[src/rtl/fifo_wr_arbiter_pkg.sv]
// Shared types and helpers for the FIFO write-port arbiter.
//   arb_state_e : arbiter FSM state encoding
//   NUM_REQ_DEF : default requester count, ID_W its grant index width
//   rr_next     : round-robin pick (first set bit after ptr, cyclic), -1 if none
`ifndef WIDTH
`define WIDTH 8
`endif

package fifo_arb_pkg;

    typedef enum logic [0:0] {
        IDLE  = 1'b0,
        BURST = 1'b1
    } arb_state_e;

    localparam int NUM_REQ_DEF = 4;
    localparam int ID_W        = $clog2(NUM_REQ_DEF);

    function automatic int rr_next(input int num_req, input int ptr, input logic [15:0] vec);
        int idx;
        rr_next = -1;
        // Walk from the farthest candidate to the nearest so the nearest set bit wins.
        for (int k = num_req; k >= 1; k--) begin
            idx = (ptr + k) % num_req;
            if (vec[idx[3:0]]) begin
                rr_next = idx;
            end
        end
    endfunction

endpackage

[src/rtl/fifo_wr_arbiter_if.sv]
// Requester-side and FIFO-write-side handshake bundle for fifo_wr_arbiter.
//   master : producers + FIFO (drive valid/data/last, full/overflow)
//   slave  : arbiter (drives req_ready, fifo_wr_en, fifo_wdata)
interface fifo_wr_arbiter_if
    import fifo_arb_pkg::*;
#(
    parameter int NUM_REQ = NUM_REQ_DEF,
    parameter int WIDTH   = `WIDTH
);

    logic [NUM_REQ-1:0]       req_valid;
    logic [NUM_REQ*WIDTH-1:0] req_data;
    logic [NUM_REQ-1:0]       req_last;
    logic [NUM_REQ-1:0]       req_ready;
    logic                     fifo_full;
    logic                     fifo_overflow;
    logic                     fifo_wr_en;
    logic [WIDTH-1:0]         fifo_wdata;

    modport master (
        output req_valid, req_data, req_last, fifo_full, fifo_overflow,
        input  req_ready, fifo_wr_en, fifo_wdata
    );

    modport slave (
        input  req_valid, req_data, req_last, fifo_full, fifo_overflow,
        output req_ready, fifo_wr_en, fifo_wdata
    );

endinterface

[src/rtl/fifo_wr_arbiter_rr_pick.sv]
// Combinational round-robin priority pick.
//   req       : request vector
//   rr_ptr    : index of the last owner (lowest priority)
//   winner    : first set index scanning rr_ptr+1, rr_ptr+2, ... cyclically
//   any_valid : at least one request bit set
module fifo_rr_pick
    import fifo_arb_pkg::*;
#(
    parameter int NUM_REQ = NUM_REQ_DEF
)(
    input  logic [NUM_REQ-1:0]         req,
    input  logic [$clog2(NUM_REQ)-1:0] rr_ptr,
    output logic [$clog2(NUM_REQ)-1:0] winner,
    output logic                       any_valid
);

    localparam int IW = $clog2(NUM_REQ);

    always_comb begin
        int idx;
        idx       = 0;
        winner    = '0;
        any_valid = 1'b0;
        // Farthest candidate first, so the closest one after rr_ptr overrides.
        for (int k = NUM_REQ; k >= 1; k--) begin
            idx = (int'(rr_ptr) + k) % NUM_REQ;
            if (req[idx[IW-1:0]]) begin
                winner    = idx[IW-1:0];
                any_valid = 1'b1;
            end
        end
    end

endmodule

[src/rtl/fifo_wr_arbiter.sv]
// Round-robin arbiter sharing the async FIFO write port between NUM_REQ
// producers in the write clock domain. Each grant is a burst lease of up to
// MAX_BURST beats, ended by last, beat limit or the owner dropping valid.
//   w_clk        : write-domain clock
//   rst          : synchronous active-low reset
//   bus          : requester handshake + FIFO write side (slave modport)
//   grant_id     : current owner, meaningful while busy
//   busy         : burst lease active
//   err_clr      : clears err_overflow (overflow on the same cycle wins)
//   err_overflow : sticky FIFO overflow seen
//
// state | meaning
// IDLE  | no lease; pick next requester after rr_ptr, grant on next edge
// BURST | grant_id owns the FIFO write port, beats pass through combinationally
module fifo_wr_arbiter
    import fifo_arb_pkg::*;
#(
    parameter int NUM_REQ   = 4,
    parameter int WIDTH     = `WIDTH,
    parameter int MAX_BURST = 4
)(
    input  logic                       w_clk,
    input  logic                       rst,
    fifo_wr_arbiter_if.slave           bus,
    output logic [$clog2(NUM_REQ)-1:0] grant_id,
    output logic                       busy,
    input  logic                       err_clr,
    output logic                       err_overflow
);

    localparam int IW     = $clog2(NUM_REQ);
    localparam int BCNT_W = $clog2(MAX_BURST + 1);

    localparam logic [0:0] S_IDLE  = IDLE;
    localparam logic [0:0] S_BURST = BURST;

    logic [0:0]        state;
    logic [IW-1:0]     rr_ptr;
    logic [BCNT_W-1:0] beat_cnt;
    logic [IW-1:0]     winner;
    logic              any_valid;
    logic              in_burst;
    logic              cur_valid;
    logic              cur_last;
    logic              accept;
    logic              lease_done;

    fifo_rr_pick #(
        .NUM_REQ (NUM_REQ)
    ) u_pick (
        .req       (bus.req_valid),
        .rr_ptr    (rr_ptr),
        .winner    (winner),
        .any_valid (any_valid)
    );

    // Outputs are gated with rst so nothing is written on a reset cycle.
    assign in_burst  = rst && (state == S_BURST);
    assign cur_valid = bus.req_valid[grant_id];
    assign cur_last  = bus.req_last[grant_id];
    assign accept    = in_burst && cur_valid && !bus.fifo_full;
    assign busy      = in_burst;

    assign lease_done = cur_last || (beat_cnt == BCNT_W'(MAX_BURST - 1));

    always_comb begin
        bus.req_ready = '0;
        if (in_burst && !bus.fifo_full) begin
            bus.req_ready[grant_id] = 1'b1;
        end
    end

    assign bus.fifo_wr_en = accept;
    assign bus.fifo_wdata = accept ? bus.req_data[int'(grant_id)*WIDTH +: WIDTH] : '0;

    always_ff @(posedge w_clk) begin
        if (!rst) begin
            state    <= S_IDLE;
            rr_ptr   <= IW'(NUM_REQ - 1);
            grant_id <= '0;
            beat_cnt <= '0;
        end else begin
            case (state)
                S_IDLE: begin
                    if (any_valid) begin
                        grant_id <= winner;
                        beat_cnt <= '0;
                        state    <= S_BURST;
                    end
                end
                S_BURST: begin
                    // A stall under fifo_full holds everything; only a dropped
                    // valid or an accepted final beat releases the lease.
                    if (!cur_valid) begin
                        state  <= S_IDLE;
                        rr_ptr <= grant_id;
                    end else if (accept) begin
                        beat_cnt <= beat_cnt + BCNT_W'(1);
                        if (lease_done) begin
                            state  <= S_IDLE;
                            rr_ptr <= grant_id;
                        end
                    end
                end
                default: state <= S_IDLE;
            endcase
        end
    end

    always_ff @(posedge w_clk) begin
        if (!rst) begin
            err_overflow <= 1'b0;
        end else if (bus.fifo_overflow) begin
            err_overflow <= 1'b1;
        end else if (err_clr) begin
            err_overflow <= 1'b0;
        end
    end

endmodule

[src/flat_wrapper.sv]
// flat-port wrapper written by rule: the top's interface ports become plain ports
module fifo_wr_arbiter_flat import fifo_arb_pkg::*;
#(
    parameter int NUM_REQ   = 4,
    parameter int WIDTH     = `WIDTH,
    parameter int MAX_BURST = 4
)
  (w_clk, rst, grant_id, busy, err_clr, err_overflow, bus_req_valid, bus_req_data, bus_req_last, bus_fifo_full, bus_fifo_overflow, bus_req_ready, bus_fifo_wr_en, bus_fifo_wdata);
  fifo_wr_arbiter_if #(.NUM_REQ(NUM_REQ), .WIDTH(WIDTH)) bus_i ();
  input  logic w_clk;
  input  logic rst;
  output logic [$clog2(NUM_REQ)-1:0] grant_id;
  output logic busy;
  input  logic err_clr;
  output logic err_overflow;
  input wire logic [$bits(bus_i.req_valid)-1:0] bus_req_valid;
  input wire logic [$bits(bus_i.req_data)-1:0] bus_req_data;
  input wire logic [$bits(bus_i.req_last)-1:0] bus_req_last;
  input wire logic [$bits(bus_i.fifo_full)-1:0] bus_fifo_full;
  input wire logic [$bits(bus_i.fifo_overflow)-1:0] bus_fifo_overflow;
  output wire logic [$bits(bus_i.req_ready)-1:0] bus_req_ready;
  output wire logic [$bits(bus_i.fifo_wr_en)-1:0] bus_fifo_wr_en;
  output wire logic [$bits(bus_i.fifo_wdata)-1:0] bus_fifo_wdata;
  assign bus_i.req_valid = bus_req_valid;
  assign bus_i.req_data = bus_req_data;
  assign bus_i.req_last = bus_req_last;
  assign bus_i.fifo_full = bus_fifo_full;
  assign bus_i.fifo_overflow = bus_fifo_overflow;
  assign bus_req_ready = bus_i.req_ready;
  assign bus_fifo_wr_en = bus_i.fifo_wr_en;
  assign bus_fifo_wdata = bus_i.fifo_wdata;
  fifo_wr_arbiter #(.NUM_REQ(NUM_REQ), .WIDTH(WIDTH), .MAX_BURST(MAX_BURST)) u_core (.w_clk(w_clk), .rst(rst), .bus(bus_i), .grant_id(grant_id), .busy(busy), .err_clr(err_clr), .err_overflow(err_overflow));
endmodule
[config.mk]
export PLATFORM = sky130hd
export DESIGN_NAME = fifo_wr_arbiter_flat
export DESIGN_NICKNAME = d
export VERILOG_FILES = /design/src/rtl/fifo_wr_arbiter_pkg.sv /design/src/rtl/fifo_wr_arbiter_if.sv /design/src/rtl/fifo_wr_arbiter_rr_pick.sv /design/src/rtl/fifo_wr_arbiter.sv /design/src/flat_wrapper.sv
export SDC_FILE = /design/constraint.sdc
export NUM_CORES = 1
export LEC_CHECK = 0
export CORE_MARGIN = 10
export CORE_UTILIZATION = 33
export DETAILED_ROUTE_END_ITERATION = 16
export PLACE_DENSITY = 0.82
export SLEW_MARGIN = 40
export SYNTH_ARGS = -nofsm -noshare
export SYNTH_HDL_FRONTEND = slang
export SYNTH_SLANG_ARGS = --single-unit
[constraint.sdc]
create_clock -name w_clk -period 2.3 [get_ports w_clk]
set_input_delay 0.46 -clock w_clk [delete_from_list [all_inputs] [get_ports w_clk]]
set_output_delay 0.46 -clock w_clk [all_outputs]
set_load 0.05 [all_outputs]
==> results.json <==
{
  "ios": 62,
  "crit_required_ns": 1.84,
  "async_flop_share": 0,
  "cts-root-buf": "clkbuf_4",
  "cts_setup_buffers": 0,
  "p_per_area_nw_per_um2": 400,
  "sw_frac_of_total": 0.347,
  "cp_top_family": "buffers and inverters",
  "crit_chain": "clkdlybuf4s50_1 -> mux4_2 -> and3_2 -> buf_4",
  "fin_nets": 209,
  "r2r_end": "u_core.rr_ptr[1]",
  "place_inst": 184,
  "power_switching_w": 0.000229,
  "critical_path_class": "in -> out",
  "yosys_register_bits": 9,
  "p_seq_frac": 0.304,
  "cpPeakStageDelay_ns": 0.47,
  "yosysWarnings": 0,
  "grt_usage": 0.135,
  "tightest_slew_ns": 0.506,
  "drive_gt1_frac": 0.354,
  "worstSetupStartpointType": "input pin",
  "rsz0062_at_grt": "no",
  "instances_no_fill": 189,
  "cts_tree": "yes",
  "io_buffers": 61,
  "syn_nets": 137,
  "nFillCells": 188,
  "reg2reg_depth": 5,
  "drc": 0,
  "cts.path.max_buffers": 2,
  "hold_viol": 0,
  "arrival_ns": 1.76,
  "fin_skew_ns": 0.00240,
  "slew_violations": 0,
  "max-slew-margin-rel": 0.661,
  "fin_crit_sh": 0.965,
  "ys_seq_area_frac": 0.221,
  "antenna_left": 0,
  "power_leakage_nw": 0.682,
  "routedWlPerCell_um": 17.7,
  "grt_pass1_vias": 1094,
  "r2r_setup_slack_ns": 0.40,
  "layout_setup_ws_ns": 0.0816,
  "finalSetupViolCount": 0,
  "grt_max_degree": 12,
  "fp.dieW_um": 69.7,
  "rows": 17,
  "peakVddDrop_uv": 344,
  "period_minus_slack_ns": 2.22,
  "hold_start": "u_core.beat_cnt[2]",
  "synthCells": 90,
  "grt_pass1_wl_um": 5520,
  "critPathCaptureType": "primary output",
  "first_pass_iters": 4,
  "n_antenna_cell": 0,
  "vias": 1029,
  "p_int_w": 0.000430,
  "ys.flop_type": "dfxtp_1",
  "hp-class": "reg -> reg",
  "viasPerCell": 5.44,
  "timing.rr.start": "u_core.grant_id[0]",
  "synth_cell_type_count": 30,
  "area_growth_pct": 102,
  "clock_power_share": 0.192,
  "maxCapViolCount": 0,
  "fmax_mhz": 451,
  "grt-ovfl-total": 0,
  "htreeDepth": 1,
  "cts.sinks": 9,
  "critical_path.max_fanout": 1,
  "path_clk_slew_ns": 0.06,
  "routed_wl_um": 3340,
  "die_area_um2": 4860,
  "cts_hold_buf": 0,
  "synth_edf_count": 0,
  "cp-startpoint": "bus_req_data[25]",
  "die_y_um": 69.7,
  "clock_latency_ns": 0.27,
  "hpwlAfterDp_um": 2740,
  "cp_slowest_cell": "mux4_2",
  "start_util": 0.358,
  "critPathCapture": "bus_fifo_wdata[1]",
  "cts_buffers": 3,
  "dpl_worst_slack_ns": -0.0623,
  "synth_area_um2": 815,
  "gp_congestion": 0.837,
  "crit_cells": 4,
  "drt_iter0_drc": 50,
  "antenna_found_initial": 0,
  "core_region_area_um2": 2280,
  "critPathBufInv": 2,
  "syn_area_per_cell_um2": 9.05,
  "status": "complete, no violations",
  "p_comb_frac": 0.505
}
what timing repair did:
item	in CTS	in global routing
gates cloned	1	0
setup endpoints to repair	9	2
gates resized for setup	6	1
synthesized netlist by cell type, types with 2 or more instances:
library cell / number / area, um2
nor2_1: 5 / 18.8
o211ai_1: 2 / 15.0
dfxtp_1: 9 / 180
a21oi_1: 6 / 30.0
inv_1: 9 / 33.8
nand3_1: 3 / 15.0
and3_1: 9 / 56.3
buf_2: 2 / 10.0
ha_1: 2 / 25.0
nand2b_1: 4 / 25.0
clkbuf_1: 4 / 15.0
nand2_1: 6 / 22.5
mux4_2: 9 / 203
o21ai_0: 2 / 10.0
nor4_1: 3 / 18.8
routing by layer:
layer  wire, um  vias up  GRT usage
met5          0        -          0
met4         23        0     0.0261
met3        297        4     0.0456
met2       1470       59      0.218
met1       1550      482      0.168
li1           -      484          -
worst min-delay path by stage:
| stage | slack (ns) | cells after the start | endpoint |
|---|---|---|---|
| after global placement | 0.45 | 2 | u_core.beat_cnt[2] |
| after CTS | 0.47 | 2 | u_core.beat_cnt[2] |
| after global routing | 0.51 | 2 | u_core.beat_cnt[2] |
| final | 0.47 | 2 | u_core.beat_cnt[2] |
| after floorplan | 0.45 | 2 | u_core.beat_cnt[2] |
| after detailed placement | 0.46 | 2 | u_core.beat_cnt[2] |
cell type report:
cell class	instances	area, um2	share of cell area
Clock buffer	4	26.3	0.0159
Tap cell	28	35.0	0.0213
Timing Repair Buffer	73	743	0.451
Inverter	9	33.8	0.0205
Sequential cell	9	184	0.112
Multi-Input combinational cell	66	626	0.380
kinds of logic after synthesis:
family	after synthesis	share of synthesized area
AOI/OAI and AO/OA	18	0.152
adders and majority gates	2	0.0307
buffers and inverters	16	0.0860
DFF	9	0.221
muxes	11	0.275
and+or+nand+nor	34	0.235
per-stage QoR:
step	utilization	hold slack, ns	setup TNS, ns	power (W)	area [um2]
floorplan	-	0.448	-0.0740	0.000378	855
global placement	0.703	0.454	-0.127	0.000523	1600
detailed placement	0.703	0.462	-0.382	0.000530	1600
CTS	0.723	0.470	0	0.000660	1650
global route	0.724	0.510	0	0.000687	1650
finish	0.724	0.472	0	0.000659	1650
registers in the layout, summed over array words and instances, names as in the netlist:
name	cells
u_core.beat_cnt	3
u_core.err_overflow	1
u_core.grant_id	2
u_core.rr_ptr	2
u_core.state	1
tightest hold or removal path, stage by stage, from the launching register on:
cell and delay (ns):
dfxtp_1 0.31, nand3_1 0.06, a21oi_1 0.06
power groups by stage:
stage	Clock (W)	Sequential [W]	Combinational [W]
2_1_floorplan	0	0.000203	0.000175
3_3_place_gp	0	0.000201	0.000322
3_5_place_dp	0	0.000202	0.000328
4_1_cts	0.000125	0.000201	0.000334
5_1_grt	0.000127	0.000205	0.000355
6_report	0.000126	0.000200	0.000333
cells in the final DEF (no fill, tap or decap), types with 2 or more instances in the layout:
cell type / count
and3_2: 5
mux4_2: 10
o211ai_1: 2
inv_1: 9
buf_4: 21
dlygate4sd2_1: 4
dfxtp_1: 8
clkdlybuf4s50_1: 41
ha_1: 2
nand2_1: 6
nand2b_1: 4
nor2_1: 3
nand3_1: 3
and3_1: 4
clkbuf_4: 3
o21ai_0: 2
buf_12: 7
a21oi_1: 6
(Power assumes the default switching activity.)
